==> src/rtl/pll_lock_supervisor.sv <==
// rtl/pll_lock_supervisor.sv - PLL lock supervisor and staggered per-domain reset sequencer
// Optional lock-loss counter and loss_cnt port: define PLL_LOCK_SUPERVISOR_LOSS_CNT_EN
module pll_lock_supervisor #(
  parameter int NUM_CH           = 5,
  parameter int RST_PULSE_CYC    = 16,
  parameter int LOCK_STABLE_CYC  = 1024,
  parameter int LOCK_TIMEOUT_CYC = 65536,
  parameter int STAGGER_CYC      = 8,
  parameter int CNT_W            = 8
) (
  input  logic              refclk,
  input  logic              rst,
  input  logic              pll_locked,
  output logic              pll_rst,
  output logic [NUM_CH-1:0] ch_rst,
  output logic              all_ready,
  output logic [1:0]        state,
  output logic              timeout_err
`ifdef PLL_LOCK_SUPERVISOR_LOSS_CNT_EN
  ,
  output logic [CNT_W-1:0]  loss_cnt
`endif
);

  // Counter widths: each counter holds 0..limit and never wraps inside its state.
  localparam int PW = $clog2(RST_PULSE_CYC + 1);
  localparam int SW = $clog2(LOCK_STABLE_CYC + 1);
  localparam int TW = $clog2(LOCK_TIMEOUT_CYC + 1);
  localparam int GW = $clog2(NUM_CH * STAGGER_CYC + 1);

  localparam logic [PW-1:0] PULSE_END  = PW'(RST_PULSE_CYC);
  localparam logic [SW-1:0] STABLE_END = SW'(LOCK_STABLE_CYC);
  localparam logic [TW-1:0] TMO_END    = TW'(LOCK_TIMEOUT_CYC);

  // Reject illegal parameter sets at elaboration.
  if (NUM_CH < 1 || NUM_CH > 16 || RST_PULSE_CYC < 1 || LOCK_STABLE_CYC < 1 ||
      LOCK_TIMEOUT_CYC <= LOCK_STABLE_CYC || STAGGER_CYC < 1 || CNT_W < 1) begin : g_bad_params
    $error("pll_lock_supervisor: illegal parameter set");
  end

  typedef enum logic [1:0] {
    S_RESET_PLL = 2'd0,
    S_WAIT_LOCK = 2'd1,
    S_RELEASE   = 2'd2,
    S_RUN       = 2'd3
  } state_t;

  state_t fsm_q, fsm_d;

  logic meta, lk;

  logic [PW-1:0] pulse_q, pulse_d, pulse_inc;
  logic [SW-1:0] stable_q, stable_d, stable_inc;
  logic [TW-1:0] tmo_q, tmo_d, tmo_inc;
  logic [GW-1:0] stg_q, stg_d, stg_inc;

  logic [NUM_CH-1:0] ch_rst_d;
  logic              timeout_set;
  logic              lock_lost;

  assign pulse_inc  = pulse_q + 1'b1;
  assign stable_inc = stable_q + 1'b1;
  assign tmo_inc    = tmo_q + 1'b1;
  assign stg_inc    = stg_q + 1'b1;

  assign state = fsm_q;

  // Two-flop synchroniser for the asynchronous PLL locked output.
  always_ff @(posedge refclk or posedge rst) begin
    if (rst) begin
      meta <= 1'b0;
      lk   <= 1'b0;
    end else begin
      meta <= pll_locked;
      lk   <= meta;
    end
  end

  // Next-state, counter and channel-reset decisions.
  always_comb begin
    fsm_d       = fsm_q;
    pulse_d     = pulse_q;
    stable_d    = stable_q;
    tmo_d       = tmo_q;
    stg_d       = stg_q;
    ch_rst_d    = ch_rst;
    timeout_set = 1'b0;
    lock_lost   = 1'b0;

    case (fsm_q)
      S_RESET_PLL: begin
        ch_rst_d = '1;
        pulse_d  = pulse_inc;
        if (pulse_inc == PULSE_END) begin
          fsm_d = S_WAIT_LOCK;
        end
      end
      S_WAIT_LOCK: begin
        ch_rst_d = '1;
        stable_d = lk ? stable_inc : '0;
        tmo_d    = tmo_inc;
        // Accepting lock beats a timeout landing on the same cycle.
        if (lk && stable_inc == STABLE_END) begin
          fsm_d = S_RELEASE;
        end else if (tmo_inc == TMO_END) begin
          timeout_set = 1'b1;
          fsm_d       = S_RESET_PLL;
        end
      end
      S_RELEASE: begin
        if (!lk) begin
          lock_lost = 1'b1;
        end else if (ch_rst == '0) begin
          // Last channel went out one cycle ago; all_ready follows it by a cycle.
          fsm_d = S_RUN;
        end else begin
          stg_d = stg_inc;
          for (int i = 0; i < NUM_CH; i++) begin
            if (int'(stg_inc) == (i + 1) * STAGGER_CYC) begin
              ch_rst_d[i] = 1'b0;
            end
          end
        end
      end
      default: begin
        ch_rst_d = '0;
        if (!lk) begin
          lock_lost = 1'b1;
        end
      end
    endcase

    // Lock loss wins over any release scheduled for this cycle.
    if (lock_lost) begin
      fsm_d    = S_RESET_PLL;
      ch_rst_d = '1;
    end

    // Every fresh entry to RESET_PLL starts all counters from zero.
    if (fsm_d == S_RESET_PLL && fsm_q != S_RESET_PLL) begin
      pulse_d  = '0;
      stable_d = '0;
      tmo_d    = '0;
      stg_d    = '0;
    end
  end

  // State, counters and registered outputs.
  always_ff @(posedge refclk or posedge rst) begin
    if (rst) begin
      fsm_q       <= S_RESET_PLL;
      pulse_q     <= '0;
      stable_q    <= '0;
      tmo_q       <= '0;
      stg_q       <= '0;
      pll_rst     <= 1'b1;
      ch_rst      <= '1;
      all_ready   <= 1'b0;
      timeout_err <= 1'b0;
    end else begin
      fsm_q     <= fsm_d;
      pulse_q   <= pulse_d;
      stable_q  <= stable_d;
      tmo_q     <= tmo_d;
      stg_q     <= stg_d;
      pll_rst   <= (fsm_d == S_RESET_PLL);
      ch_rst    <= ch_rst_d;
      all_ready <= (fsm_d == S_RUN);
      if (timeout_set) begin
        timeout_err <= 1'b1;
      end
    end
  end

`ifdef PLL_LOCK_SUPERVISOR_LOSS_CNT_EN
  // Saturating count of lock losses seen in RELEASE or RUN.
  always_ff @(posedge refclk or posedge rst) begin
    if (rst) begin
      loss_cnt <= '0;
    end else if (lock_lost && loss_cnt != '1) begin
      loss_cnt <= loss_cnt + 1'b1;
    end
  end
`endif

endmodule
==> config.mk <==
export PLATFORM = sky130hd
export DESIGN_NAME = pll_lock_supervisor
export DESIGN_NICKNAME = d
export VERILOG_FILES = /design/src/rtl/pll_lock_supervisor.sv
export SDC_FILE = /design/constraint.sdc
export NUM_CORES = 1
export LEC_CHECK = 0
export ABC_AREA = 1
export CORE_MARGIN = 1.5
export CORE_UTILIZATION = 30
export CTS_BUF_LIST = sky130_fd_sc_hd__clkbuf_8
export DETAILED_ROUTE_END_ITERATION = 7
export PLACE_DENSITY = 0.5
export SYNTH_ARGS = -nofsm -noshare
export SYNTH_HDL_FRONTEND = slang
export SYNTH_SLANG_ARGS = --single-unit
==> constraint.sdc <==
create_clock -name refclk -period 2.3 [get_ports refclk]
set_clock_uncertainty 0.2 [all_clocks]
set_input_delay 0.345 -clock refclk [delete_from_list [all_inputs] [get_ports refclk]]
set_output_delay 0.345 -clock refclk [all_outputs]
set_load 0.02 [all_outputs]
# Word-level counts from Yosys, hierarchy flattened
# Index checks and enable logic that the tools add are counted.
# totals
reg_bits	51
latch_bits	0
mem_bits_rw	0
mem_bits_ro	0
input_bits	3
out_inout_bits	10
elab_cells	87
n_memories	0
# classes
n_addsub	4
n_mul	0
div_mod_pow	0
magnitude_cmp	0
eq_ne	19
n_shift	0
n_mux	32
bitwise_logic	0
n_reduce_logical	17
# op_table
cell	count
$mux 17	2
$mux 11	3
$mux 5	5
$eq 6x6->1 const B	4
$mux 6	4
$ne 3x3->1 const B	7
$reduce_and 3->1	6
$add 17x1->17 const B	1
$eq 17x17->1 const B	1
$mux 2	6
$add 11x1->11 const B	1
$eq 11x11->1 const B	1
$mux 1	10
$pmux 5 s2	1
$reduce_bool 2->1	5
$add 6x1->6 const B	1
$eq 6x5->1 const B	1
$pmux 2 s3	1
$add 5x1->5 const B	1
$eq 5x5->1 const B	1
$logic_not 5->1	1
$eq 2x2->1 const B	2
$logic_not 2->1	2
$eq 2x1->1 const B	1
3 further kinds	4

# Longest topological paths before layout
# Gate-level depths: netlist of the first run.
# logic_depth
depth_word	10
depth_mapped	18
depth_no_buf	17

# Worst setup path after synthesis of the first run
# OpenSTA, ideal clock, no wires.
# synth_path
kind	register to register
startpoint	reg stable_q[0]
endpoint	reg tmo_q[12]
setup_time_ns	0.133
t_arrival_ns	1.904
t_required_ns	1.967
setup_slack_ns	0.063
path_stages_with_launch	18
n_path_buf	1
period_less_slack_ns	2.237
cell_sequence	dfrtp_1 ha_1 nand2_1 inv_1 nand3_1 nor2_1 nand2_1 nand2_1 nand3_1 nor2_2 nor2_1 nand2_1 nand2_2 nand2_4 nand2_4 buf_8 nand3_2 o21ai_1
# synth_via
elab_chain_cells	9
word_cells_on_any_way	10
classes_between	add/sub (1); eq/ne (1); mux (4); reduce/logical (4)
# synth_rtl
element	line_no	rtl
start, declared	53	logic [SW-1:0] stable_q, stable_d, stable_inc;
start signal, assigned	163	stable_q <= stable_d;
$add 11x1->11 *	62	assign stable_inc = stable_q + 1'b1;
$eq 11x11->1 *	103	if (lk && stable_inc == STABLE_END) begin
$logic_and 1x1->1 *	103	
$mux 2 *	103	
$pmux 2 s3 *	90	case (fsm_q)
$mux 2 *	134	if (lock_lost) begin
$logic_not 2->1 *	140	if (fsm_d == S_RESET_PLL && fsm_q != S_RESET_PLL) begin
$logic_and 1x1->1 *	140	
$mux 17 / $reduce_bool 2->1 (equally long branches)	-	
end signal, assigned	164	tmo_q <= tmo_d;
end, declared	54	logic [TW-1:0] tmo_q, tmo_d, tmo_inc;
# Every way passes the cells marked *; elsewhere a longest branch is shown, timed or not.
# A chain may end at the register's enable or synchronous reset.

# Worst setup path in the final report of the first run
# layout_path
startpoint	reg tmo_q[0]
endpoint	reg all_ready
# layout_via
elab_chain_cells	7
# layout_rtl
element	line_no	rtl
$add 17x1->17	63	assign tmo_inc = tmo_q + 1'b1;
$eq 17x17->1	105	end else if (tmo_inc == TMO_END) begin
$mux 2	105	
$mux 2	103	
$pmux 2 s3	90	
$mux 2	134	
$eq 2x2->1	168	all_ready <= (fsm_d == S_RUN);
end signal, assigned	168	
end, declared	16	output logic all_ready,
# Every way passes these cells.

==> run summary, run 1 <==
Status: finished with violations
Failing checks: setup timing
Vias after detailed routing: 2,765
First-pass GRT wire length: 12.5 mm
Reg2reg path depth: 17
Initial antenna violation count: 0
Cell family contributing the most delay on the critical path: simple AND/OR/NAND/NOR gates
TritonCTS clock tree: done
Vias in the first global route: 2,705
Worst Path Buf+Inv: 4
CP Class: reg2reg
DIE HEIGHT: 105 um
Share of layout cells above drive strength 1: 0.270
Final period util: 1.06
Post-Synth XOR/XNOR Area: 0.0307
Max FO, Critical Path: 5
Post-synth EDFFs: 0
Final net count: 485
Synthesized cell area: 0.00313 mm^2
CP Data Required Time: 2.33 ns
Port Buffers: 12
Post-CTS Hold Fix Bufs: 0
Worst-Margin Slew: 0.514 ns
1st-iter DRT viols: 83
Antenna-violating nets left: 0
DR vias/cell: 4.50
Syn Inst Count: 409
Worst VDD drop: 0.000356 V
Top cell type's share of synthesized area: 0.359
Wire length on met3: 180 um
Power per cell area: 399 mW/mm^2
CP Capture Type: flip-flop
Hold Path Class: in2async
Synth cell types: 36
Remaining DRCs: 0
Area Overhead vs Synth: 28.9%
Register area: 0.00128 mm^2
Root Driver: clkbuf_8
Pre-antenna DRT Iters: 4
CTS H-tree lvls: 2
RSZ-0062 raised after global routing: true
Max Cap Viol: 0
Area occupied by multi-input gates: 0.00169 mm^2
P_leak: 1.86 nW
Grt total ovfl: 0
Detailed Route WL: 7.09 mm
CP Launch Type: flip-flop
DIE WIDTH: 105 um
Ys Warns: 0
Number of fill cells: 1,041
Largest family of logic cells by synthesized area: simple AND/OR/NAND/NOR gates
Syn_nets: 417
Placer Congestion: 0.846
Starting Density: 0.306
Top layer in use: met4
Crit-path cells: ha_4 -> nand3_4 -> nor2_4 -> buf_4 -> nand4_1 -> nand2_2 -> nor2_4 -> nand2_1 -> nor2_1 -> nand3_1 -> nand2_1 -> nand2_2 -> nand2_4 -> buf_4 -> buf_4 -> buf_4 -> nor2_1
GRT Resource Usage Total: 0.137
Worst skew pair latency: 0.30 ns
Largest net degree at the start of global routing: 25
Slowest stage delay, CP: 0.42 ns
DR WL/cell: 11.6 um
Max Root-Sink Buffers: 2
# diodes: 0
Rel. slew slack: 0.657
Metal-1 WL: 3.53 mm
Pins Over Slew Limit: 0
CTS clock-pin slew for the worst setup and hold paths: 0.10 ns
IO Pins: 13
Synth async-reset ratio: 1.00
Number of synthesized register bits: 51
Top cell type by total area after synthesis: dfrtp_1
Synth Area in Adders: 0.0200
Simple-gate area share of the yosys netlist: 0.386
Critical path's slowest cell: dfrtp_1
Core ar.: 0.0102 mm^2
Synth Area in Compound Gates: 0.0691
Max Clk Rate: 409 MHz
Sink Count: 51
Sequential-to-total area share from yosys stat: 0.410
Mean post-synth cell area: 7.66 um^2
Final WS setup: -0.143 ns
Post-synthesis mux area share: 0.00359
Crit path depth: 17
Top FF cell, synth: dfrtp_1
Wire length on met2: 3.32 mm
Min Tclk post-route: 2.44 ns
Most frequent CP cell: buf_4
Final Hold Violating Endpoints: 0
Setup TNS: -3.05 ns
Top cells by area, synth: dfrtp_1 (36%), nand2_1 (15%), nand3_1 (5.7%)
Placement Rows: 37
Data arrival, critical path: 2.48 ns
HPWL after DPL: 5.32 mm
Final setup viols: 39
Total Die Area: 0.0111 mm^2
Cts bufs inserted: 5
Total power: 1.61 mW
[report_power, final]
| group | total [mW] | internal, mW | leakage (nW) | switching (mW) |
|---|---|---|---|---|
| logic | 0.0610 | 0.0244 | 1.14 | 0.0366 |
| clock network | 0.644 | 0.328 | 0.0548 | 0.316 |
| registers | 0.908 | 0.902 | 0.663 | 0.00539 |
| total | 1.61 | 1.26 | 1.86 | 0.358 |
[final timing paths]
path                            slack, ns      from         to
worst max-delay path                -0.14  tmo_q[0]  all_ready
worst min-delay path                 0.14       rst   tmo_q[2]
worst max register to register      -0.14  tmo_q[0]  all_ready
worst min register to register       0.16      meta         lk
max in group asynchronous            1.22       rst  ch_rst[2]
min in group refclk                  0.16      meta         lk
[cell families (layout without fill, tap and decap cells)]
| family | count (synthesis) | in the layout |
|---|---|---|
| AND/OR/NAND/NOR | 247 | 247 |
| buffers and inverters | 59 | 128 |
| flip-flops | 51 | 51 |
| AO/OA/AOI/OAI | 35 | 35 |
| XOR/XNOR | 11 | 11 |
| adder cells (fa/ha/maj) | 5 | 5 |
| multiplexers | 1 | 1 |
[flip-flops by register name, indices dropped and copies added, names as in the netlist]
signal / count
tmo_q: 17
stable_q: 11
stg_q: 6
ch_rst: 5
pulse_q: 5
state: 2
all_ready: 1
lk: 1
meta: 1
pll_rst: 1
timeout_err: 1
[through the flow]
stage / std cells / util / area (um^2) / hold slack, ns / worst slack, ns
2_1_floorplan: 409 / - / 3130 / 0.131 / 0.0633
3_3_place_gp: 602 / 0.371 / 3800 / 0.136 / -0.188
3_5_place_dp: 602 / 0.371 / 3800 / 0.136 / -0.180
4_1_cts: 612 / 0.389 / 3980 / 0.152 / -0.124
5_1_grt: 614 / 0.395 / 4040 / 0.172 / -0.349
6_report: 614 / 0.395 / 4040 / 0.138 / -0.143
[cells in the mapped netlist, types with 3 or more instances]
library cell    n
nand2_1       123
inv_1          47
dfrtp_1        45
nor2_1         37
nand3_1        36
nand3_2        18
o21ai_1        11
nand4_1         9
o21ai_0         7
xor2_1          7
dfstp_2         6
ha_1            5
nand3b_1        5
nand3b_2        5
o21ai_2         5
a21oi_1         4
nor2_2          4
nor3_1          4
xnor2_1         4
buf_2           3
inv_2           3
o21bai_1        3
[worst reg2reg max path, stage by stage (launching register included)]
cell and delay, ns:
dfrtp_1 0.42, ha_4 0.17, nand3_4 0.10, nor2_4 0.17, buf_4 0.13, nand4_1 0.08, nand2_2 0.13, nor2_4 0.05
nand2_1 0.05, nor2_1 0.04, nand3_1 0.10, nand2_1 0.08, nand2_2 0.08, nand2_4 0.08, buf_4 0.14, buf_4 0.12
buf_4 0.12, nor2_1 0.11
[what timing repair did]
| action | CTS | global route |
|---|---|---|
| cloned | 0 | 0 |
| pin swaps | 2 | 9 |
| setup endpoints to repair | 40 | 43 |
| resized for setup | 10 | 14 |
| setup buffers | 2 | 2 |
[routing by layer]
metal	vias up	global-route usage
met1	1285	0.189
met2	24	0.225
li1	1451	-
met5	-	0
met4	0	0.0362
met3	5	0.0204
[cell usage in the layout, fill, tap and decap left out, types with 5 or more instances in the layout]
| cell | instances |
|---|---|
| o21ai_1 | 12 |
| nor2_2 | 5 |
| clkbuf_8 | 5 |
| nand3b_1 | 5 |
| nand4_1 | 9 |
| buf_4 | 53 |
| nor2_1 | 33 |
| inv_1 | 45 |
| o21ai_0 | 6 |
| dfrtp_1 | 44 |
| nand2_1 | 118 |
| xor2_1 | 6 |
| nand2_2 | 6 |
| dfstp_2 | 6 |
| inv_2 | 5 |
| clkdlybuf4s50_1 | 12 |
| nand3b_2 | 5 |
| o21ai_2 | 5 |
| nand3_2 | 17 |
| nand3_1 | 35 |
[area by class of cell]
class                   instances  share of cell area
clock inverters                 3              0.0115
clock buffers                   5              0.0170
well taps                     136              0.0421
multi-input cells             299               0.418
flip-flops and latches         51               0.318
inverters                      51              0.0474
repair buffers                 69               0.146
No activity file was read; power rests on OpenSTA's default activity.
==> run 2: changes to the inputs <==
--- a/config.mk
+++ b/config.mk
@@ -11,2 +11,3 @@
 export CTS_BUF_LIST = sky130_fd_sc_hd__clkbuf_8
+export CTS_CLUSTER_DIAMETER = 50
 export DETAILED_ROUTE_END_ITERATION = 7
==> constraint.sdc (replaced) <==
create_clock -name refclk -period 2.3 [get_ports refclk]
set_clock_uncertainty 0.2 [all_clocks]
set_input_delay 0.69 -clock refclk [delete_from_list [all_inputs] [get_ports refclk]]
set_output_delay 0.69 -clock refclk [all_outputs]
set_load 0.02 [all_outputs]
==> run 2 against run 1 <==
Against the previous run:
- the flow still finishes with violations (setup timing)
- highest routed layer unchanged
- cell area rose by 3.0%
- register-to-register slack hardly changed
- utilization grew 1.2 points
- flip-flop and latch count is the same
- non-clock buffer count increased by 9
- sequential power about the same
- fmax barely moved
- cell count increased by 1.5%
==> run summary, run 2 (synthesis gave the netlist of run 1 again) <==
CP Data Required Time: 2.31 ns
Share of layout cells above drive strength 1: 0.318
DIE HEIGHT: 105 um
Worst r2r src: tmo_q[0]
Most frequent CP cell: nand2_1
Sw power: 0.357 mW
Top layer in use: met4
RSZ-0062 raised after global routing: true
Clk pwr share: 0.349
Max Clk Rate: 409 MHz
DIE WIDTH: 105 um
Pins Over Slew Limit: 0
Wire length on met3: 146 um
Critical Path Start: tmo_q[0]
Failing checks: setup timing
# diodes: 0
Non-filler cells, final: 623
Final WS setup: -0.144 ns
Switching Fraction: 0.238
CP Launch Type: flip-flop
Hold path depth: 0
Max FO, Critical Path: 8
CP Capture Type: flip-flop
Max Root-Sink Buffers: 2
Internal power: 1.14 mW
Placement Rows: 37
Final core utilization: 0.407
Vias after detailed routing: 2,784
Pre-antenna DRT Iters: 4
Slowest stage delay, CP: 0.45 ns
Metal-1 WL: 3.51 mm
Seq pwr share: 0.607
Final net count: 494
CTS H-tree lvls: 2
Initial antenna violation count: 0
Detailed Route WL: 7.29 mm
Antenna-violating nets left: 0
Wire length on met2: 3.55 mm
Hold Path Class: reg2reg
Area Overhead vs Synth: 32.8%
Port Buffers: 12
Final period util: 1.06
Worst-Margin Slew: 0.501 ns
Placed Instances: 602
Max Cap Viol: 0
DR WL/cell: 11.7 um
Commonest non-fill, non-tap cell in the layout: nand2_1
Reg-to-reg setup timing slack: -0.14 ns
Core ar.: 0.0102 mm^2
Power per cell area: 360 mW/mm^2
Sink Count: 51
1st-iter DRT viols: 88
Min-delay src: meta
Final Hold Violating Endpoints: 0
TritonCTS clock tree: done
Cts bufs inserted: 5
Rel. slew slack: 0.666
Setup TNS: -4.17 ns
Post-CTS Hold Fix Bufs: 0
Min Tclk post-route: 2.44 ns
Remaining DRCs: 0
Vias in the first global route: 2,821
Top Registers: tmo_q x17, stable_q x11, stg_q x6
Critical path's slowest cell: dfrtp_1
Final setup viols: 40
Most frequent cells in the layout: nand2_1 (114), buf_4 (57), inv_1 (44), dfrtp_1 (44), nor2_1 (31)
Worst Hold End: lk
HPWL after DPL: 4.99 mm
Combinational share of power: 0.044
Top reg by flops: tmo_q
First-pass GRT wire length: 12.8 mm
DR vias/cell: 4.47
Worst VDD drop: 0.000201 V
CP Class: reg2reg
Reg2reg path depth: 16
CTS clock-pin slew for the worst setup and hold paths: 0.10 ns
IO Pins: 13
P_leak: 1.93 nW
Placer Congestion: 0.853
Worst skew pair latency: 0.31 ns
R2r endpoint: stable_q[1]
Total Die Area: 0.0111 mm^2
Crit-path cells: ha_4 -> nand3_4 -> inv_2 -> nand3_1 -> nand2_1 -> nand2_1 -> nor3_2 -> buf_4 -> nand3_2 -> nand2_1 -> nand2_2 -> nand2_4 -> nand2_8 -> clkbuf_16 -> nand3b_1 -> nand2_1
Root Driver: clkbuf_8
Grt total ovfl: 0
Status: finished with violations
Largest net degree at the start of global routing: 52
GRT Resource Usage Total: 0.139
Data arrival, critical path: 2.46 ns
Max FFs per register: 17
Starting Density: 0.306
[run 2: what timing repair did]
item / 4_1_cts / 5_1_grt
pin swaps: 8 / 21
setup endpoints to repair: 47 / 44
gates cloned: 0 / 1
buffers inserted: 3 / 9
resized for setup: 24 / 30
[run 2: critical path, delay by kind of cell (launching register included)]
family	cells	cell delay (ns)
buffers and inverters	3	0.44
flip-flops	1	0.45
AND/OR/NAND/NOR	12	1.07
adder cells (fa/ha/maj)	1	0.18
[run 2: power groups by stage]
| stage | Clock, mW | Combinational [mW] | Sequential (mW) |
|---|---|---|---|
| 3_5_place_dp | 0 | 0.0618 | 0.925 |
| 4_1_cts | 0.552 | 0.0651 | 0.908 |
| 2_1_floorplan | 0 | 0.0298 | 0.926 |
| 5_1_grt | 0.585 | 0.0768 | 0.909 |
| 3_3_place_gp | 0 | 0.0612 | 0.925 |
| 6_report | 0.523 | 0.0658 | 0.908 |
[run 2: per-stage QoR]
step	setup slack (ns)	hold slack, ns	cell area (um^2)	power [mW]
final	-0.144	0.169	4160	1.50
after global placement	-0.145	0.151	3800	0.986
after detailed placement	-0.195	0.146	3800	0.987
after CTS	-0.135	0.177	3970	1.52
after global routing	-0.316	0.193	4160	1.57
after floorplan	0.0633	0.131	3130	0.956
[run 2: worst max-delay path by stage]
stage / end / slack, ns / cells after the start
after global placement: tmo_q[14] / -0.15 / 17
after floorplan: tmo_q[12] / 0.06 / 17
final: stable_q[1] / -0.14 / 16
after global routing: stable_q[1] / -0.32 / 17
after detailed placement: stable_q[3] / -0.20 / 16
after CTS: pulse_q[3] / -0.13 / 17
[run 2: layout make-up]
type	count	area [um^2]
timing repair buffer	78	683
sequential	51	1280
inverter	51	191
tap	136	170
clock buffer	5	68.8
multi-input combinational	299	1750
clock inverter	3	15.0
fill	1030	6070
[run 2: layer usage]
| metal | track usage | vias up |
|---|---|---|
| met1 | 0.184 | 1278 |
| met3 | 0.0254 | 11 |
| met5 | 0 | - |
| met2 | 0.235 | 23 |
| li1 | - | 1472 |
| met4 | 0.0342 | 0 |
